## src/rtl/debounce_pkg.sv

```systemverilog
// Shared defaults and width helpers for the button debouncer family.
// No logic, no latency; no backpressure (constants only).
// Long-press support is selected by MULTI_BUTTON_DEBOUNCER_LONG_PRESS_EN in the modules.
package debounce_pkg;

  localparam int unsigned TICK_DIV_DEF   = 250000;
  localparam int unsigned STABLE_CNT_DEF = 4;
  localparam int unsigned HOLD_TICKS_DEF = 400;

  // Bits needed to hold values 0..n-1, never less than one.
  function automatic int unsigned width_of(input int unsigned n);
    return (n <= 2) ? 1 : $clog2(n);
  endfunction

  localparam int unsigned DIV_W  = width_of(TICK_DIV_DEF);
  localparam int unsigned STAB_W = width_of(STABLE_CNT_DEF + 1);
  localparam int unsigned HOLD_W = width_of(HOLD_TICKS_DEF + 1);

endpackage

```

## src/rtl/debounce_channel.sv

```systemverilog
// One debounced button: stability counter, level, press/release pulses, optional long-press.
// Latency: level and pulse register on the qualifying tick edge; no backpressure (pulses are fire-and-forget).
// Long-press hold counter present only with MULTI_BUTTON_DEBOUNCER_LONG_PRESS_EN.
module debounce_channel
  import debounce_pkg::*;
#(
  parameter int unsigned STABLE_CNT = STABLE_CNT_DEF,
  parameter int unsigned HOLD_TICKS = HOLD_TICKS_DEF
) (
  input  logic clk,
  input  logic rst,
  input  logic tick,
  input  logic s2,
  output logic level,
  output logic press_pulse,
  output logic release_pulse,
  output logic long_pulse
);

  localparam int unsigned SW = width_of(STABLE_CNT + 1);

  logic [SW-1:0] stab_cnt;
  logic          flip;

  // The sample has differed for STABLE_CNT consecutive ticks including this one.
  assign flip = tick && (s2 != level) && (stab_cnt == SW'(STABLE_CNT - 1));

  always_ff @(posedge clk) begin
    if (rst) begin
      stab_cnt      <= '0;
      level         <= 1'b0;
      press_pulse   <= 1'b0;
      release_pulse <= 1'b0;
    end else begin
      press_pulse   <= flip & s2;
      release_pulse <= flip & ~s2;
      if (flip) begin
        level    <= s2;
        stab_cnt <= '0;
      end else if (tick) begin
        if (s2 != level) stab_cnt <= stab_cnt + SW'(1);
        else             stab_cnt <= '0;
      end
    end
  end

`ifdef MULTI_BUTTON_DEBOUNCER_LONG_PRESS_EN
  localparam int unsigned HW = width_of(HOLD_TICKS + 1);

  logic [HW-1:0] hold_cnt;

  // Saturating at HOLD_TICKS makes the long pulse one-shot until the next level change.
  always_ff @(posedge clk) begin
    if (rst) begin
      hold_cnt   <= '0;
      long_pulse <= 1'b0;
    end else begin
      long_pulse <= tick && level && (hold_cnt == HW'(HOLD_TICKS - 1));
      if (flip) begin
        hold_cnt <= '0;
      end else if (tick && level && (hold_cnt != HW'(HOLD_TICKS))) begin
        hold_cnt <= hold_cnt + HW'(1);
      end
    end
  end
`else
  // HOLD_TICKS only shapes the long-press build; here the output is tied low.
  localparam logic HOLD_CFG_OK = (HOLD_TICKS >= 1);
  assign long_pulse = 1'b0 && HOLD_CFG_OK;
`endif

endmodule

```

## src/rtl/multi_button_debouncer.sv

```systemverilog
// N-channel pushbutton debouncer: 2-flop sync, shared sample-tick divider, per-channel qualifier.
// Latency 2+(STABLE_CNT-1)*TICK_DIV+1 .. 2+STABLE_CNT*TICK_DIV clk; no backpressure.
// Optional long-press pulse with MULTI_BUTTON_DEBOUNCER_LONG_PRESS_EN; port list identical in both builds.
module multi_button_debouncer
  import debounce_pkg::*;
#(
  parameter int unsigned N_BTN      = 4,
  parameter int unsigned TICK_DIV   = TICK_DIV_DEF,
  parameter int unsigned STABLE_CNT = STABLE_CNT_DEF,
  parameter int unsigned HOLD_TICKS = HOLD_TICKS_DEF
) (
  input  logic             clk,
  input  logic             rst,
  input  logic [N_BTN-1:0] btn_in,
  output logic [N_BTN-1:0] btn_level,
  output logic [N_BTN-1:0] press_pulse,
  output logic [N_BTN-1:0] release_pulse,
  output logic [N_BTN-1:0] long_pulse
);

  localparam int unsigned DW = width_of(TICK_DIV);

  logic [DW-1:0]    div_cnt;
  logic             tick;
  logic [N_BTN-1:0] sync_s1;
  logic [N_BTN-1:0] sync_s2;

  assign tick = (div_cnt == DW'(TICK_DIV - 1));

  always_ff @(posedge clk) begin
    if (rst)       div_cnt <= '0;
    else if (tick) div_cnt <= '0;
    else           div_cnt <= div_cnt + DW'(1);
  end

  always_ff @(posedge clk) begin
    if (rst) begin
      sync_s1 <= '0;
      sync_s2 <= '0;
    end else begin
      sync_s1 <= btn_in;
      sync_s2 <= sync_s1;
    end
  end

  for (genvar i = 0; i < N_BTN; i++) begin : g_ch
    debounce_channel #(
      .STABLE_CNT (STABLE_CNT),
      .HOLD_TICKS (HOLD_TICKS)
    ) u_channel (
      .clk           (clk),
      .rst           (rst),
      .tick          (tick),
      .s2            (sync_s2[i]),
      .level         (btn_level[i]),
      .press_pulse   (press_pulse[i]),
      .release_pulse (release_pulse[i]),
      .long_pulse    (long_pulse[i])
    );
  end

endmodule

```

## config.mk

```make
export PLATFORM = sky130hd
export DESIGN_NAME = multi_button_debouncer
export DESIGN_NICKNAME = d
export VERILOG_FILES = /design/src/rtl/debounce_pkg.sv /design/src/rtl/debounce_channel.sv /design/src/rtl/multi_button_debouncer.sv
export SDC_FILE = /design/constraint.sdc
export NUM_CORES = 1
export LEC_CHECK = 0
export BUFFER_PORTS_ARGS = -buffer_cell sky130_fd_sc_hd__buf_2
export CORE_ASPECT_RATIO = 0.5
export CORE_MARGIN = 1.5
export CORE_UTILIZATION = 40
export CTS_CLUSTER_DIAMETER = 50
export DETAILED_ROUTE_END_ITERATION = 16
export PLACE_DENSITY = 0.7
export SKIP_CTS_REPAIR_TIMING = 1
export SKIP_LAST_GASP = 1
export SLEW_MARGIN = 0
export SYNTH_ARGS = -nofsm -noshare
export SYNTH_HDL_FRONTEND = slang
export SYNTH_HIERARCHICAL = 1
export SYNTH_SLANG_ARGS = --single-unit
```

## constraint.sdc

```tcl
create_clock -name clk -period 4.2 [get_ports clk]
set_input_delay 0.42 -clock clk [delete_from_list [all_inputs] [get_ports clk]]
set_output_delay 0.42 -clock clk [all_outputs]
set_load 0.02 [all_outputs]
```

==> out/results.tsv, run 1 <==
metric	value	unit
core	0.00502	sq mm
placed_area	0.00229	sq mm
cts.clk_slew.worst_paths	90	ps
internal_power	0.000621	W
syn_to_final_growth	11.4	%
yosysSeqAreaShare	46.8	%
relSlewSlack	40.9	%
viasPerCell	4.97	
postLayoutCellArea	0.00238	sq mm
ant_nets	0	
drt_iter0_markers	62	
slew_viol_final	0	
clkPwrFrac	36.0	%
max_freq	0.453	GHz
cp.required	4350	ps
pin_count	22	
dieArea	0.00582	sq mm
total_power	0.000797	W
dr.pass1.iters	4	
min_path_type	in -> reg	
cap_viol_max_count	0	
crit_path_max_fanout	17	
rows	18	
synth_ff_type	dfxtp_1	
finalHoldViolCount	0	
layout.nets	245	
portBuffers	17	
net-switching-power	0.000176	W
antenna_found_initial	0	
antenna_cells	0	
cp-end-kind	flop	
synth-async-reset-ratio	0	%
synth_cell_types	28	
wl	3430	um
grt_max_degree	31	
cts_max_path_buffers	2	
worst_slew_pin_slew	884	ps
layout-drive-gt1-share	17.7	%
peakVddDrop	0.136	mV
insertion_delay	300	ps
fin_crit_sh	52.5	%
period_minus_slack	2210	ps
place_congestion	0.820	
critical_path_arrival	2360	ps
synth_edf_count	0	
crit_type	reg -> reg	
vias	1497	
synth_nets	225	
rsz0062_at_grt	false	
yosysTopAreaCell	dfxtp_1	
numCtsBuffers	5	
cts-root-buf	clkbuf_8	
yosysWarnings	6	
start_util	42.6	%
seqPwrFrac	60.9	%
drc	0	
avgSynthCellArea	10.2	sq um
finalSetupTns	0	ps
crit_path_start_kind	flop	
power_leakage	0.926	nW
yosysMostFrequentCell	dfxtp_1	
powerDensity	335	mW/mm^2
cts_sinks	50	
netlist_instances	210	
synth_commonest_cells	dfxtp_1 (50), nor2_1 (26), xnor2_1 (14)	
finalClockSkew	12.4	ps
cts_tree	yes	
grt_usage	12.8	%
power_frac_comb	3.2	%
die_w	106	um
yosys_register_bits	50	
grt_overflow	0	
grt_pass1_vias	1366	
die_y	54.7	um
setup_violations	0	
swShare	22.1	%
outcome	finished clean	
synth_area_leaders	dfxtp_1 (47%), xnor2_1 (5.7%), ha_1 (5.3%), nor2_1 (4.6%), a32o_1 (3.7%)	
wire_per_inst	11.4	um
dp_hpwl	2360	um
hold_slack	323	ps
syn_area	0.00214	sq mm
htreeDepth	2	
synth.top_cell.area_share	46.8	%
grt_pass1_wl	5730	um
==> cells in the final DEF (no fill, tap or decap), types with 5 or more instances in the layout <==
cell type	count
ha_1	9
nor3b_1	8
dfxtp_1	50
a21oi_1	5
xnor2_1	14
clkbuf_8	6
inv_1	13
nor4_1	5
nor2b_1	8
xor2_1	5
a32o_1	8
nand3_1	12
buf_2	17
nor2_1	26
==> layer usage <==
layer | share of wire [%] | GRT usage, % | vias to the layer above
met5 | 0 | 0 | -
met4 | 1.4 | 7.21 | 0
li1 | - | - | 771
met2 | 46 | 23.2 | 24
met1 | 49 | 14.2 | 696
met3 | 3.2 | 3.57 | 6
==> cell type report <==
class | instances | area, sq um
clock inverters | 2 | 12.5
repair buffers | 18 | 92.6
well taps | 70 | 87.6
flip-flops and latches | 50 | 1000
inverters | 13 | 48.8
clock buffers | 6 | 82.6
multi-input cells | 142 | 1060
fillers | 480 | 2640
==> registers in the layout, indices dropped and copies added, names as in the netlist <==
signal                        cells
g_ch.u_channel/release_pulse      4
g_ch.u_channel/stab_cnt          12
g_ch.u_channel/press_pulse        4
sync_s2                           4
div_cnt                          18
g_ch.u_channel/level              4
sync_s1                           4
==> worst max-delay path, stage by stage (launching register included) <==
cell and delay, ps:
dfxtp_1 430, ha_1 230, nand4_1 240, nand2b_1 290, o41ai_4 740, nor2_1 110
==> path summary, 6_finish.rpt <==
kind	start	depth (start not counted)	slack, ps	end
setup reg to reg	div_cnt[0]$_SDFF_PP0_	5	1990	div_cnt[5]$_SDFF_PP0_
hold reg to reg	sync_s1[2]$_SDFF_PP0_	1	440	sync_s2[2]$_SDFF_PP0_
setup / recovery	div_cnt[0]$_SDFF_PP0_	5	1990	div_cnt[5]$_SDFF_PP0_
hold / removal	btn_in[2]	2	320	sync_s1[2]$_SDFF_PP0_
==> power by group through the flow <==
stage / sequential (W) / combinational [W] / clock (W)
final: 0.000485 / 0.0000252 / 0.000287
after global placement: 0.000496 / 0.0000244 / 0
after floorplan: 0.000495 / 0.0000196 / 0
after detailed placement: 0.000496 / 0.0000253 / 0
after CTS: 0.000485 / 0.0000254 / 0.000298
after global routing: 0.000486 / 0.0000281 / 0.000315
==> kinds of logic (layout without fill, tap and decap cells) <==
group                    after synthesis  in the layout  synth area share (%)
AND/OR/NAND/NOR                       87             87                  25.4
flip-flops                            50             50                  46.8
AO/OA/AOI/OAI                         23             23                  9.95
XOR/XNOR                              19             19                  7.79
buffers and inverters                 18             39                  4.04
adder cells (fa/ha/maj)                9              9                  5.27
other                                  4              4                 0.702
==> metrics by stage <==
| stage | instances | setup slack [ps] | utilization, % |
|---|---|---|---|
| after floorplan | 210 | 1070 | - |
| after global placement | 293 | 2110 | 45.5 |
| after detailed placement | 293 | 2040 | 45.5 |
| after CTS | 301 | 2010 | 47.4 |
| after global routing | 301 | 1850 | 47.4 |
| final | 301 | 1990 | 47.4 |
(Power assumes the default switching activity.)
==> run 2: changes to the inputs <==
==> constraint.sdc (replaced) <==
create_clock -name clk -period 2.2 [get_ports clk]
set_input_delay 0.22 -clock clk [delete_from_list [all_inputs] [get_ports clk]]
set_output_delay 0.22 -clock clk [all_outputs]
set_load 0.02 [all_outputs]
==> out/results.tsv, run 2 (synthesis results as in run 1) <==
metric	value	unit	change
ant_nets	0		unchanged
crit_path_start_kind	flop		
reg2regPathDepth	7		+2
cap_viol_max_count	0		unchanged
wl	3440	um	+0.26%
grt_max_degree	25		-19%
r2r_start	div_cnt[0]$_SDFF_PP0_		
clkPwrFrac	35.8	%	-0.2 points
reg.largest.list	div_cnt: 18 flops, g_ch.u_channel/stab_cnt: 12 flops		
peakVddDrop	0.275	mV	+100%
cts-root-buf	clkbuf_8		
die_y	54.7	um	unchanged
start_util	42.6	%	unchanged
seqPwrFrac	60.9	%	about the same
period_minus_slack	1960	ps	-248 ps
cp.required	2460	ps	-1890 ps
grt_usage	13.1	%	+0.32 points
grt_pass1_vias	1353		-0.95%
fillers	466		-2.9%
critPathSlowestCell	dfxtp_1		
min_delay_worst_endpoint	sync_s1[3]$_SDFF_PP0_		
post-route-util	48.0	%	+0.60 points
drc	0		unchanged
finalHoldViolCount	0		unchanged
power_leakage	0.937	nW	+1.2%
powerDensity	631	mW/mm^2	+88%
cp-end-kind	flop		
net-switching-power	0.000357	W	+100%
max_freq	0.511	GHz	+13%
r2r-end	g_ch[3].u_channel/stab_cnt[2]$_SDFFE_PP0P_		
power_frac_comb	3.3	%	about the same
layout.nets	248		+1.2%
whs_path_depth	2		unchanged
wire_per_inst	11.3	um	-0.73%
critical_path_arrival	2210	ps	-150 ps
layout-drive-gt1-share	18.8	%	+1.1 points
worstPathCellList	ha_1 > nand4_1 > nand2b_1 > nor4_4 > buf_4 > nor3b_2 > a32o_1		
internal_power	0.00116	W	+88%
largest_reg_flops	18		unchanged
antenna_found_initial	0		unchanged
dieArea	0.00582	sq mm	unchanged
setup_slack	242	ps	-1750 ps
cts.clk_slew.worst_paths	100	ps	about the same
final_common_cell	dfxtp_1		
cpPeakStageDelay	420	ps	-320 ps
swShare	23.5	%	+1.4 points
place_congestion	0.840		+2.3%
top_register	div_cnt		
dpl_worst_slack	246	ps	-1790 ps
grt_overflow	0		unchanged
drt_iter0_markers	40		-35%
cts_tree	yes		
dp_hpwl	2390	um	+1.6%
rsz0062_at_grt	false		
grt_pass1_wl	5840	um	+1.9%
dr.pass1.iters	4		unchanged
antenna_cells	0		unchanged
vias	1513		+1.1%
rrSetupSlack	240	ps	-1750 ps
htreeDepth	2		unchanged
finalSetupTns	0	ps	unchanged
final_cell_mix	dfxtp_1 (50), nor2_1 (26), buf_2 (17)		
total_power	0.00152	W	+91%
min_path_type	in -> reg		
viasPerCell	4.98		about the same
pin_count	22		unchanged
slew_viol_final	0		unchanged
syn_to_final_growth	12.8	%	
outcome	finished clean		
numCtsBuffers	5		unchanged
portBuffers	17		unchanged
die_w	106	um	unchanged
hp-start	btn_in[3]		
setup_violations	0		unchanged
fin_crit_sh	89.0	%	+36 points
crit_type	reg -> reg		
core	0.00502	sq mm	unchanged
cts_max_path_buffers	2		unchanged
cts_sinks	50		unchanged
rows	18		unchanged
finalClockSkew	12.2	ps	-0.168 ps
insertion_delay	300	ps	about the same
crit_path_max_fanout	24		+7
run 2: cell count changes in the layout (fill, tap and decap cells not counted), sizes merged:
cell	before	now
buf	18	21
inv	13	14
clkbuf	6	5
run 2: per-layer routing:
layer	share of wire, %	track usage (%)	vias up
met5	0	0	-
met4	1.4	6.08	0
met3	3.3	4.29	5
met2	46	21.9	15
met1	49	15.9	716
li1	-	-	777
run 2: how the worst max path moves through the flow:
stage                     startpoint                                    endpoint  slack (ps)
2_1_floorplan  div_cnt[0]$_SDFF_PP0_  g_ch[0].u_channel/stab_cnt[0]$_SDFFE_PP0P_          50
3_3_place_gp   div_cnt[0]$_SDFF_PP0_  g_ch[3].u_channel/stab_cnt[2]$_SDFFE_PP0P_         340
3_5_place_dp   div_cnt[0]$_SDFF_PP0_  g_ch[3].u_channel/stab_cnt[2]$_SDFFE_PP0P_         250
4_1_cts        div_cnt[0]$_SDFF_PP0_  g_ch[3].u_channel/stab_cnt[2]$_SDFFE_PP0P_         230
5_1_grt        div_cnt[0]$_SDFF_PP0_  g_ch[3].u_channel/stab_cnt[1]$_SDFFE_PP0P_          90
6_report       div_cnt[0]$_SDFF_PP0_  g_ch[3].u_channel/stab_cnt[2]$_SDFFE_PP0P_         240
run 2: power groups by stage:
stage / logic [W] / clock network (W) / registers [W]
6_report: 0.0000500 / 0.000545 / 0.000927
4_1_cts: 0.0000504 / 0.000570 / 0.000927
2_1_floorplan: 0.0000375 / 0 / 0.000946
3_3_place_gp: 0.0000488 / 0 / 0.000947
5_1_grt: 0.0000559 / 0.000606 / 0.000929
3_5_place_dp: 0.0000503 / 0 / 0.000948
run 2: worst max-delay path: cells and delay by family (launching register included):
| kind | cells | cell delay, ps |
|---|---|---|
| compound gates | 1 | 190 |
| simple gates | 4 | 790 |
| buf+inv | 1 | 270 |
| fa+ha+maj | 1 | 240 |
| flops | 1 | 420 |
run 2: layout make-up:
class                           instances  area [sq um]  share of cell area [%]
Inverter                               13          48.8                    2.02
Tap cell                               70          87.6                    3.63
Clock buffer                            5          68.8                    2.85
Clock inverter                          3          25.0                    1.04
Timing Repair Buffer                   21           115                    4.77
Sequential cell                        50          1000                    41.5
Multi-Input combinational cell        142          1060                    44.2
run 2: through the flow:
| step | area, sq um | hold slack [ps] | std cells |
|---|---|---|---|
| 2_1_floorplan | 2150 | 289 | 210 |
| 3_3_place_gp | 2320 | 418 | 296 |
| 3_5_place_dp | 2320 | 427 | 296 |
| 4_1_cts | 2410 | 110 | 304 |
| 5_1_grt | 2410 | 124 | 304 |
| 6_report | 2410 | 123 | 304 |
